[src/rtl/fetch_pkg.sv]
// Shared defaults and helpers for the fetch stage and its interrupt arbiter.
package fetch_pkg;

  localparam int unsigned XLEN_DEFAULT       = 32;
  localparam logic [31:0] NOP_INSTR_DEFAULT  = 32'h0000_0000;
  localparam logic [31:0] RESET_PC_DEFAULT   = 32'h0000_0000;
  localparam logic [31:0] VEC_BASE_DEFAULT   = 32'h0000_0004;
  localparam int unsigned VEC_STRIDE_DEFAULT = 4;

  // Width of an interrupt id; a single source still needs one bit.
  function automatic int unsigned IRQ_ID_W(int unsigned n);
    return (n <= 1) ? 1 : $clog2(n);
  endfunction

endpackage

[src/rtl/fetch_irq_unit_if.sv]
// Signal bundle between the fetch stage (master) and the rest of the pipeline / imem (slave).
interface fetch_irq_unit_if #(
  parameter int unsigned XLEN    = fetch_pkg::XLEN_DEFAULT,
  parameter int unsigned NUM_IRQ = 4
);
  localparam int unsigned IdW = fetch_pkg::IRQ_ID_W(NUM_IRQ);

  logic               stall;
  logic               flush;
  logic               branch;
  logic [XLEN-1:0]    pc_ex;
  logic               rti;
  logic               rsi;
  logic [NUM_IRQ-1:0] irq_in;
  logic               irq_en;
  logic               prog_en;
  logic [XLEN-1:0]    prog_addr;
  logic [XLEN-1:0]    imem_addr;
  logic [XLEN-1:0]    imem_rdata;
  logic [XLEN-1:0]    instruction_dec;
  logic [XLEN-1:0]    pc_dec;
  logic               irq_active;
  logic [IdW-1:0]     irq_id;
  logic [XLEN-1:0]    epc;

  modport master (
    input  stall, flush, branch, pc_ex, rti, rsi, irq_in, irq_en, prog_en, prog_addr,
           imem_rdata,
    output imem_addr, instruction_dec, pc_dec, irq_active, irq_id, epc
  );

  modport slave (
    output stall, flush, branch, pc_ex, rti, rsi, irq_in, irq_en, prog_en, prog_addr,
           imem_rdata,
    input  imem_addr, instruction_dec, pc_dec, irq_active, irq_id, epc
  );

endinterface

[src/rtl/irq_arbiter.sv]
// Rising-edge capture of interrupt lines into a pending set, lowest index wins.
module irq_arbiter
  import fetch_pkg::*;
#(
  parameter int unsigned NUM_IRQ = 4,
  localparam int unsigned IdW    = IRQ_ID_W(NUM_IRQ)
) (
  input  logic               clk,
  input  logic               rst,
  input  logic [NUM_IRQ-1:0] irq_in,
  input  logic               take,
  output logic               any_pending,
  output logic [IdW-1:0]     winner
);

  logic [NUM_IRQ-1:0] irq_prev_q;
  logic [NUM_IRQ-1:0] pending_q, pending_d;
  logic [NUM_IRQ-1:0] clr_mask;

  always_comb begin
    winner = '0;
    for (int i = int'(NUM_IRQ) - 1; i >= 0; i--) begin
      if (pending_q[i]) winner = IdW'(i);
    end
  end

  assign any_pending = |pending_q;
  assign clr_mask    = take ? (NUM_IRQ'(1) << winner) : '0;

  // A fresh edge on the bit being cleared keeps it pending.
  assign pending_d = (pending_q & ~clr_mask) | (irq_in & ~irq_prev_q);

  always_ff @(posedge clk or posedge rst) begin
    if (rst) begin
      irq_prev_q <= '0;
      pending_q  <= '0;
    end else begin
      irq_prev_q <= irq_in;
      pending_q  <= pending_d;
    end
  end

endmodule

[src/rtl/fetch_irq_unit.sv]
// Fetch stage: PC, next-PC selection, interrupt entry/return and the decode register.
module fetch_irq_unit
  import fetch_pkg::*;
#(
  parameter int unsigned     XLEN       = XLEN_DEFAULT,
  parameter int unsigned     NUM_IRQ    = 4,
  parameter logic [XLEN-1:0] RESET_PC   = XLEN'(RESET_PC_DEFAULT),
  parameter logic [XLEN-1:0] VEC_BASE   = XLEN'(VEC_BASE_DEFAULT),
  parameter int unsigned     VEC_STRIDE = VEC_STRIDE_DEFAULT,
  parameter logic [XLEN-1:0] NOP_INSTR  = XLEN'(NOP_INSTR_DEFAULT)
) (
  input logic              clk,
  input logic              rst,
  fetch_irq_unit_if.master bus
);

  localparam int unsigned IdW = IRQ_ID_W(NUM_IRQ);

  logic [XLEN-1:0] pc_q, pc_d, pc_plus4;
  logic [XLEN-1:0] epc_q, epc_d;
  logic [XLEN-1:0] instr_q, instr_d;
  logic [XLEN-1:0] pc_dec_q, pc_dec_d;
  logic            irq_active_q, irq_active_d;
  logic [IdW-1:0]  irq_id_q, irq_id_d;
  logic            any_pending;
  logic [IdW-1:0]  winner;
  logic            take;

  irq_arbiter #(
    .NUM_IRQ (NUM_IRQ)
  ) u_irq_arbiter (
    .clk         (clk),
    .rst         (rst),
    .irq_in      (bus.irq_in),
    .take        (take),
    .any_pending (any_pending),
    .winner      (winner)
  );

  assign pc_plus4 = pc_q + XLEN'(4);

  // rti/rsi defer any pending interrupt by at least one cycle.
  assign take = bus.irq_en & ~irq_active_q & ~bus.prog_en & ~bus.stall & ~bus.rti & ~bus.rsi &
                any_pending;

  assign bus.imem_addr = bus.prog_en ? bus.prog_addr : pc_q;

  always_comb begin
    pc_d = pc_plus4;
    if (bus.prog_en) begin
      pc_d = pc_q;
    end else if (take) begin
      pc_d = VEC_BASE + XLEN'(winner) * XLEN'(VEC_STRIDE);
    end else if (bus.rti) begin
      pc_d = epc_q;
    end else if (bus.branch) begin
      pc_d = bus.pc_ex;
    end else if (bus.stall) begin
      pc_d = pc_q;
    end
  end

  always_comb begin
    irq_active_d = irq_active_q;
    irq_id_d     = irq_id_q;
    epc_d        = epc_q;
    if (take) begin
      irq_active_d = 1'b1;
      irq_id_d     = winner;
      epc_d        = bus.branch ? bus.pc_ex : pc_plus4;
    end else begin
      if (bus.rti || bus.rsi) irq_active_d = 1'b0;
      if (bus.rsi)            epc_d        = '0;
    end
  end

  always_comb begin
    instr_d  = bus.imem_rdata;
    pc_dec_d = pc_plus4;
    if (bus.flush || bus.branch || bus.rti || bus.prog_en) begin
      instr_d  = NOP_INSTR;
      pc_dec_d = '0;
    end else if (bus.stall) begin
      instr_d  = instr_q;
      pc_dec_d = pc_dec_q;
    end
  end

  always_ff @(posedge clk or posedge rst) begin
    if (rst) begin
      pc_q         <= RESET_PC;
      epc_q        <= '0;
      instr_q      <= NOP_INSTR;
      pc_dec_q     <= '0;
      irq_active_q <= 1'b0;
      irq_id_q     <= '0;
    end else begin
      pc_q         <= pc_d;
      epc_q        <= epc_d;
      instr_q      <= instr_d;
      pc_dec_q     <= pc_dec_d;
      irq_active_q <= irq_active_d;
      irq_id_q     <= irq_id_d;
    end
  end

  assign bus.instruction_dec = instr_q;
  assign bus.pc_dec          = pc_dec_q;
  assign bus.irq_active      = irq_active_q;
  assign bus.irq_id          = irq_id_q;
  assign bus.epc             = epc_q;

endmodule

[src/flat_wrapper.sv]
// flat-port wrapper written by rule: the top's interface ports become plain ports
module fetch_irq_unit_flat import fetch_pkg::*;
#(
  parameter int unsigned     XLEN       = XLEN_DEFAULT,
  parameter int unsigned     NUM_IRQ    = 4,
  parameter logic [XLEN-1:0] RESET_PC   = XLEN'(RESET_PC_DEFAULT),
  parameter logic [XLEN-1:0] VEC_BASE   = XLEN'(VEC_BASE_DEFAULT),
  parameter int unsigned     VEC_STRIDE = VEC_STRIDE_DEFAULT,
  parameter logic [XLEN-1:0] NOP_INSTR  = XLEN'(NOP_INSTR_DEFAULT)
)
  (clk, rst, bus_stall, bus_flush, bus_branch, bus_pc_ex, bus_rti, bus_rsi, bus_irq_in, bus_irq_en, bus_prog_en, bus_prog_addr, bus_imem_rdata, bus_imem_addr, bus_instruction_dec, bus_pc_dec, bus_irq_active, bus_irq_id, bus_epc);
  fetch_irq_unit_if #(.XLEN(XLEN), .NUM_IRQ(NUM_IRQ)) bus_i ();
  input logic clk;
  input logic rst;
  input wire logic [$bits(bus_i.stall)-1:0] bus_stall;
  input wire logic [$bits(bus_i.flush)-1:0] bus_flush;
  input wire logic [$bits(bus_i.branch)-1:0] bus_branch;
  input wire logic [$bits(bus_i.pc_ex)-1:0] bus_pc_ex;
  input wire logic [$bits(bus_i.rti)-1:0] bus_rti;
  input wire logic [$bits(bus_i.rsi)-1:0] bus_rsi;
  input wire logic [$bits(bus_i.irq_in)-1:0] bus_irq_in;
  input wire logic [$bits(bus_i.irq_en)-1:0] bus_irq_en;
  input wire logic [$bits(bus_i.prog_en)-1:0] bus_prog_en;
  input wire logic [$bits(bus_i.prog_addr)-1:0] bus_prog_addr;
  input wire logic [$bits(bus_i.imem_rdata)-1:0] bus_imem_rdata;
  output wire logic [$bits(bus_i.imem_addr)-1:0] bus_imem_addr;
  output wire logic [$bits(bus_i.instruction_dec)-1:0] bus_instruction_dec;
  output wire logic [$bits(bus_i.pc_dec)-1:0] bus_pc_dec;
  output wire logic [$bits(bus_i.irq_active)-1:0] bus_irq_active;
  output wire logic [$bits(bus_i.irq_id)-1:0] bus_irq_id;
  output wire logic [$bits(bus_i.epc)-1:0] bus_epc;
  assign bus_i.stall = bus_stall;
  assign bus_i.flush = bus_flush;
  assign bus_i.branch = bus_branch;
  assign bus_i.pc_ex = bus_pc_ex;
  assign bus_i.rti = bus_rti;
  assign bus_i.rsi = bus_rsi;
  assign bus_i.irq_in = bus_irq_in;
  assign bus_i.irq_en = bus_irq_en;
  assign bus_i.prog_en = bus_prog_en;
  assign bus_i.prog_addr = bus_prog_addr;
  assign bus_i.imem_rdata = bus_imem_rdata;
  assign bus_imem_addr = bus_i.imem_addr;
  assign bus_instruction_dec = bus_i.instruction_dec;
  assign bus_pc_dec = bus_i.pc_dec;
  assign bus_irq_active = bus_i.irq_active;
  assign bus_irq_id = bus_i.irq_id;
  assign bus_epc = bus_i.epc;
  fetch_irq_unit #(.XLEN(XLEN), .NUM_IRQ(NUM_IRQ), .RESET_PC(RESET_PC), .VEC_BASE(VEC_BASE), .VEC_STRIDE(VEC_STRIDE), .NOP_INSTR(NOP_INSTR)) u_core (.clk(clk), .rst(rst), .bus(bus_i));
endmodule
[config.mk]
export PLATFORM = sky130hd
export DESIGN_NAME = fetch_irq_unit_flat
export DESIGN_NICKNAME = d
export VERILOG_FILES = /design/src/rtl/fetch_pkg.sv /design/src/rtl/fetch_irq_unit_if.sv /design/src/rtl/irq_arbiter.sv /design/src/rtl/fetch_irq_unit.sv /design/src/flat_wrapper.sv
export SDC_FILE = /design/constraint.sdc
export NUM_CORES = 1
export LEC_CHECK = 0
export ABC_AREA = 1
export BUFFER_PORTS_ARGS = -buffer_cell sky130_fd_sc_hd__buf_2
export CELL_PAD_IN_SITES_DETAIL_PLACEMENT = 0
export CELL_PAD_IN_SITES_GLOBAL_PLACEMENT = 1
export CORE_MARGIN = 1.5
export CORE_UTILIZATION = 34
export CTS_BUF_LIST = sky130_fd_sc_hd__clkbuf_8
export DETAILED_ROUTE_END_ITERATION = 16
export HOLD_SLACK_MARGIN = 0.08
export MAX_ROUTING_LAYER = met4
export PLACE_DENSITY_LB_ADDON = 0.15
export SYNTH_ARGS = -nofsm -noshare
export SYNTH_HDL_FRONTEND = slang
export SYNTH_SLANG_ARGS = --single-unit
[constraint.sdc]
create_clock -name clk -period 3.85 [get_ports clk]
set_input_delay 0.1925 -clock clk [delete_from_list [all_inputs] [get_ports clk]]
set_output_delay 0.1925 -clock clk [all_outputs]
set_load 0.01 [all_outputs]
==> impl_metrics.toml, run 1 <==
[setup_path]
timing.rr.start = "u_core.pc_q[2]$_DFFE_PP0P_"
ff2ff_path_depth = 10
worst-setup-path-type = "reg2reg"
critPathCaptureType = "register"
cpMostUsedCell = "nand2_1"
critical_path.reg2reg.endpoint = "u_core.pc_q[14]$_DFFE_PP0P_"
cp_slowest_cell = "dfrtp_1"
crit_required_ps = 4180
worst_path_largest_cell_delay_ps = 490
cp.arrival_ps = 2240
cp-start-kind = "register"
cp_cell_sequence = "ha_1 > nand2_1 > nor2_4 > nand2_4 > nor2_2 > nand2_1 > nand3_1 > o211ai_1 > nand2_1 > nand2_1"
crit_path_max_fanout = 6
ff2ff_setup_slack_ps = 1940

[status]
outcome = "completed"

[synth]
syn_area_per_cell_um2 = 7.29
async_flop_share = 1.00
synth_edf_count = 0
synthTopCellsByArea = "dfrtp_1 (46%), nand2_1 (18%), nand3_1 (10%), o21ai_0 (4.6%), inv_1 (3.6%)"
synthesis.instances = 1036
ys_ff_latch = 139
yosysTopAreaCell = "dfrtp_1"
synth-seq-area-share = 0.461
netlist_area_um2 = 7550
ys_types = 31
synth_top_area_frac = 0.461
ys.flop_type = "dfrtp_1"
syn_nets = 1150
ys_warn_count = 0

[route]
routed_via_density = 4.79
drc_errors = 0
postRouteAntennaNets = 0
firstDrtPassIters = 5
drt_iter0_markers = 543
wirelength_um = 26100
wire_per_inst_um = 16.4
vias = 7628

[finish]
multi_input_comb_area_um2 = 3500
layout_common_cells = "nand2_1 (358), buf_2 (239), nand3_1 (153)"
num-fill-cells = 2304
final_common_cell = "nand2_1"
antenna_cells = 0
final_layout_size_suffix_gt1_frac = 0.237
instances_no_fill = 1594
seqCellArea_um2 = 3480
post-route-util = 0.453
finalInstanceArea_um2 = 9880
syn_to_final_growth_pct = 30.8
nets = 1416

[timing]
worst_slack_ps = 1940
report.final.slew_viol_count = 0
setup_violations = 0
finClkSkew_ps = 15.4
hold_viol = 0
worst_pin_slew_ps = 968
finalCriticalPeriod_ps = 1910
max_freq_mhz = 525
rsz0062_at_grt = "false"
max_slew_margin = 0.354
period_share = 0.495
tns_ps = 0
hold_ws_ps = 102

[floorplanning]
dieWidth_um = 152
start_util = 0.346
dieArea_um2 = 23100
core_area_um2 = 21800
die_h_um = 152
ios = 240
rows = 54

[cts]
post_cts_resized = 0
cts_tree = "yes"
cts_root_buf = "clkbuf_8"
insertion_delay_ps = 450
cts_buffers = 17
clock_sinks = 139
hold_buffers = 53
clk_pin_slew_ps = 80
cts_max_level = 4
cts_buffer_depth = 2
cts_setup_buffers = 0

[min_path]
holdPathEnd = "u_core.bus.epc[10]$_DFFE_PP0P_"
hold_path_depth = 3
hold_path.class = "in2reg"
holdCritStartpoint = "bus_pc_ex[10]"

[place]
dpl_cell_area_um2 = 8930
io_buffers = 239
dp_cells = 1510
hpwl_um = 18800
gp_congestion = 0.825
dpl_worst_slack_ps = 1550

[power_and_ir_drop]
vdd_drop_max_uv = 193
p_switching_mw = 1.05
p_leak_nw = 5.37
power_density_nw_per_um2 = 354
combPwrFrac = 0.177
seq_power_share = 0.459
power.internal_mw = 2.44
clkPwrFrac = 0.364
power_switching_share = 0.302
power_mw = 3.49

[global_routing]
grt_start_max_net_pins = 103
grt_pass1_wl_um = 40500
grtUsageTotal = 0.230
overflow = 0
grt_pass1_vias = 7072
antenna_found_initial = 0

[run]
cap_violations = 0
[area by class of cell]
cell class | instances | area share
clock inverter | 14 | 0.0185
tap | 280 | 0.0355
inverter | 78 | 0.0301
sequential | 139 | 0.352
multi-input combinational | 761 | 0.354
clock buffer | 17 | 0.0237
timing repair buffer | 305 | 0.186
[state kept, by name (all words and copies together), names as in the netlist]
name,count
u_core.bus.epc,32
u_core.pc_q,32
u_core.bus.irq_active,1
u_core.bus.irq_id,2
u_core.u_irq_arbiter.pending_q,4
u_core.bus.instruction_dec,32
u_core.u_irq_arbiter.irq_prev_q,4
u_core.bus.pc_dec,32
[power by group through the flow]
stage	clock network [mW]	logic [mW]	registers (mW)
final	1.27	0.620	1.60
after global routing	1.37	0.693	1.61
after CTS	1.31	0.625	1.60
after detailed placement	0	0.581	1.63
after global placement	0	0.582	1.63
after floorplan	0	0.346	1.61
[Yosys cell counts (all sizes together) (7+ instances only)]
cell type  instances
a21oi             13
buf               36
clkbuf            22
dfrtp            139
inv               76
nand2            366
nand3            153
nor2              86
o211ai             9
o21ai            100
o22ai              9
xor2               7
[per-layer routing]
metal,vias up,routed length (µm),track usage
met1,3498,13200,0.336
li1,3874,-,-
met4,0,193,0.0425
met3,14,1280,0.0394
met2,242,11400,0.336
met5,-,0,-
[worst max-delay path by stage]
stage                                                      startpoint                                end  cells after the start
after global routing                       u_core.pc_q[2]$_DFFE_PP0P_        u_core.pc_q[22]$_DFFE_PP0P_                     10
after global placement                                    bus_prog_en  u_core.bus.pc_dec[21]$_DFFE_PP0P_                      6
after detailed placement                                  bus_prog_en  u_core.bus.pc_dec[21]$_DFFE_PP0P_                      6
final                                      u_core.pc_q[2]$_DFFE_PP0P_        u_core.pc_q[14]$_DFFE_PP0P_                     10
after CTS                 u_core.u_irq_arbiter.pending_q[3]$_DFF_PP0_         u_core.pc_q[4]$_DFFE_PP0P_                      8
after floorplan                                                   rst      u_core.bus.epc[0]$_DFFE_PP0P_                      1
[kinds of logic after synthesis]
kind of cell,Yosys count,share of synthesized area
XOR/XNOR,7,0.00812
AO/OA/AOI/OAI,134,0.0943
buffers and inverters,136,0.0761
AND/OR/NAND/NOR,610,0.346
flip-flops,139,0.461
multiplexers,5,0.00679
adder cells (fa/ha/maj),5,0.00829
[worst max-delay path, delay by kind of cell, from the launching register on]
kind	cells	cell delay [ps]
AO/OA/AOI/OAI	1	110
AND/OR/NAND/NOR	8	940
flip-flops	1	490
adder cells (fa/ha/maj)	1	240
Note: power is estimated with default switching activity, not from simulation.
==> inputs of run 2 (changes only) <==
==> constraint.sdc (replaced) <==
create_clock -name clk -period 1.7 [get_ports clk]
set_input_delay 0.085 -clock clk [delete_from_list [all_inputs] [get_ports clk]]
set_output_delay 0.085 -clock clk [all_outputs]
set_load 0.01 [all_outputs]
==> run 2 against run 1 <==
The flow now finishes with violations (negative setup slack). Die area stayed put. Final cell count increased by 4.0%. First-iteration DRC count grew 5.2%. Largest power group unchanged. Setup slack got worse by 2000 ps. Critical endpoint is now u_core.pc_q[26]$_DFFE_PP0P_. Sequential share of layout area fell by 2.8 points. Non-clock buffer count is 64 higher. Total power up 140%. Final area increased by 9.2%. Critical path type unchanged.
==> impl_metrics.toml, run 2 (synthesis results as in run 1) <==
[power_and_ir_drop]
p_switching_mw = 2.54
power_mw = 8.38
seq_power_share = 0.434
combPwrFrac = 0.200
power_switching_share = 0.303
clkPwrFrac = 0.366
power_density_nw_per_um2 = 777
power.internal_mw = 5.85
vdd_drop_max_uv = 436
p_leak_nw = 5.75

[place]
io_buffers = 239
dpl_worst_slack_ps = 10.5
gp_congestion = 0.854
hpwl_um = 20200

[min_path]
hold_path.class = "in2reg"
hold_path_depth = 5
holdCritStartpoint = "bus_flush"
holdPathEnd = "u_core.bus.pc_dec[8]$_DFFE_PP0P_"

[floorplanning]
dieWidth_um = 152
start_util = 0.346
core_area_um2 = 21800
rows = 54
ios = 240
die_h_um = 152
dieArea_um2 = 23100

[timing]
hold_viol = 0
finalCriticalPeriod_ps = 1720
report.final.slew_viol_count = 0
period_share = 1.01
finClkSkew_ps = 16.3
hold_ws_ps = 103
worst_pin_slew_ps = 695
rsz0062_at_grt = "true"
max_slew_margin = 0.537
max_freq_mhz = 582
setup_violations = 1
worst_slack_ps = -18.1

[finish]
syn_to_final_growth_pct = 42.9
antenna_cells = 0
post-route-util = 0.494
nets = 1480
seqCellArea_um2 = 3500
multi_input_comb_area_um2 = 3710
final_common_cell = "nand2_1"
final_layout_size_suffix_gt1_frac = 0.303
layout_common_cells = "nand2_1 (341), buf_2 (239), nand3_1 (137)"
num-fill-cells = 2220

[setup_path]
cp_slowest_cell = "dfrtp_1"
cp.arrival_ps = 2100
cp_top_family = "simple AND/OR/NAND/NOR gates"
cpMostUsedCell = "nand2_1"
worst-setup-path-type = "reg2reg"
crit_required_ps = 2080
ff2ff_setup_slack_ps = -20
crit_path_max_fanout = 6
timing.rr.start = "u_core.pc_q[3]$_DFFE_PP0P_"
cp_cell_sequence = "ha_4 > nand2_4 > nor2_4 > nand2_4 > nor2_4 > nand2_1 > nand2_2 > nand3_2 > nand3_1 > nand2_1 > nand2_1"
cp-start-kind = "register"
critPathCaptureType = "register"
critical_path.reg2reg.endpoint = "u_core.pc_q[26]$_DFFE_PP0P_"
cp-startpoint = "u_core.pc_q[3]$_DFFE_PP0P_"
worst_path_largest_cell_delay_ps = 440
cp.buffers_inverters = 0
ff2ff_path_depth = 11

[global_routing]
overflow = 0
grt_pass1_vias = 7712
grt_start_max_net_pins = 101
grt_pass1_wl_um = 43500
grtUsageTotal = 0.248
antenna_found_initial = 0

[route]
postRouteAntennaNets = 0
drt_iter0_markers = 571
wirelength_um = 27800
firstDrtPassIters = 5
vias = 8043
routed_via_density = 4.85
drc_errors = 0
wire_per_inst_um = 16.8

[cts]
cts_max_level = 4
cts_tree = "yes"
cts_buffers = 17
clock_sinks = 139
cts_root_buf = "clkbuf_8"
cts_buffer_depth = 2
insertion_delay_ps = 460
clk_pin_slew_ps = 80

[status]
violations = "negative setup slack"
outcome = "finished, violations left"

[run]
cap_violations = 0
==> run 2: cell count changes in the layout (fill, tap and decap cells not counted), sizes merged <==
cell         before  now
buf             252  296
clkinv            7    6
bufinv            4    5
dlygate4sd3      53   73
==> run 2: repair_timing <==
action                                  4_1_cts  5_1_grt
pin swaps                                     0       18
gates cloned                                  0        0
gates resized for setup                       1       81
endpoints found under the hold margin       209        0
setup buffers                                 0        7
endpoints found under the setup margin        1       58
hold buffers                                 73        0
==> run 2: tightest hold or removal path: cells and delay by family <==
kind / cells / cell delay, ps
AND/OR/NAND/NOR: 3 / 190
buffers and inverters: 2 / 240
==> run 2: cell type report <==
| class | count | share of cell area |
|---|---|---|
| Clock buffer | 17 | 0.0217 |
| Clock inverter | 14 | 0.0190 |
| Inverter | 78 | 0.0279 |
| Multi-Input combinational cell | 761 | 0.344 |
| Sequential cell | 139 | 0.324 |
| Tap cell | 280 | 0.0325 |
| Timing Repair Buffer | 369 | 0.231 |
==> run 2: worst max path at each step <==
| stage | end | slack [ps] | cells past startpoint |
|---|---|---|---|
| 2_1_floorplan | u_core.bus.epc[0]$_DFFE_PP0P_ | -120 | 1 |
| 3_3_place_gp | u_core.pc_q[27]$_DFFE_PP0P_ | 10 | 9 |
| 3_5_place_dp | u_core.pc_q[8]$_DFFE_PP0P_ | 10 | 8 |
| 4_1_cts | u_core.bus.epc[30]$_DFFE_PP0P_ | 2 | 10 |
| 5_1_grt | u_core.pc_q[26]$_DFFE_PP0P_ | -130 | 11 |
| 6_report | u_core.pc_q[26]$_DFFE_PP0P_ | -20 | 11 |
==> run 2: metrics by stage <==
stage          setup TNS [ps]  area [µm²]  std cells
2_1_floorplan          -16700        7550       1036
3_3_place_gp                0        9330       1547
3_5_place_dp                0        9330       1547
4_1_cts                     0       10500       1651
5_1_grt                 -1790       10800       1658
6_report                -18.1       10800       1658
==> run 2: per-layer routing <==
| layer | part of all wire | GRT usage |
|---|---|---|
| met4 | 0.011 | 0.0569 |
| met3 | 0.059 | 0.0334 |
| met5 | 0 | - |
| met1 | 0.48 | 0.362 |
| met2 | 0.45 | 0.363 |
==> run 2: power by group through the flow <==
stage / combinational (mW) / clock (mW) / sequential [mW]
floorplan: 0.783 / 0 / 3.64
detailed placement: 1.48 / 0 / 3.67
finish: 1.68 / 3.07 / 3.63
CTS: 1.61 / 3.14 / 3.61
global route: 1.86 / 3.28 / 3.65
global placement: 1.48 / 0 / 3.68
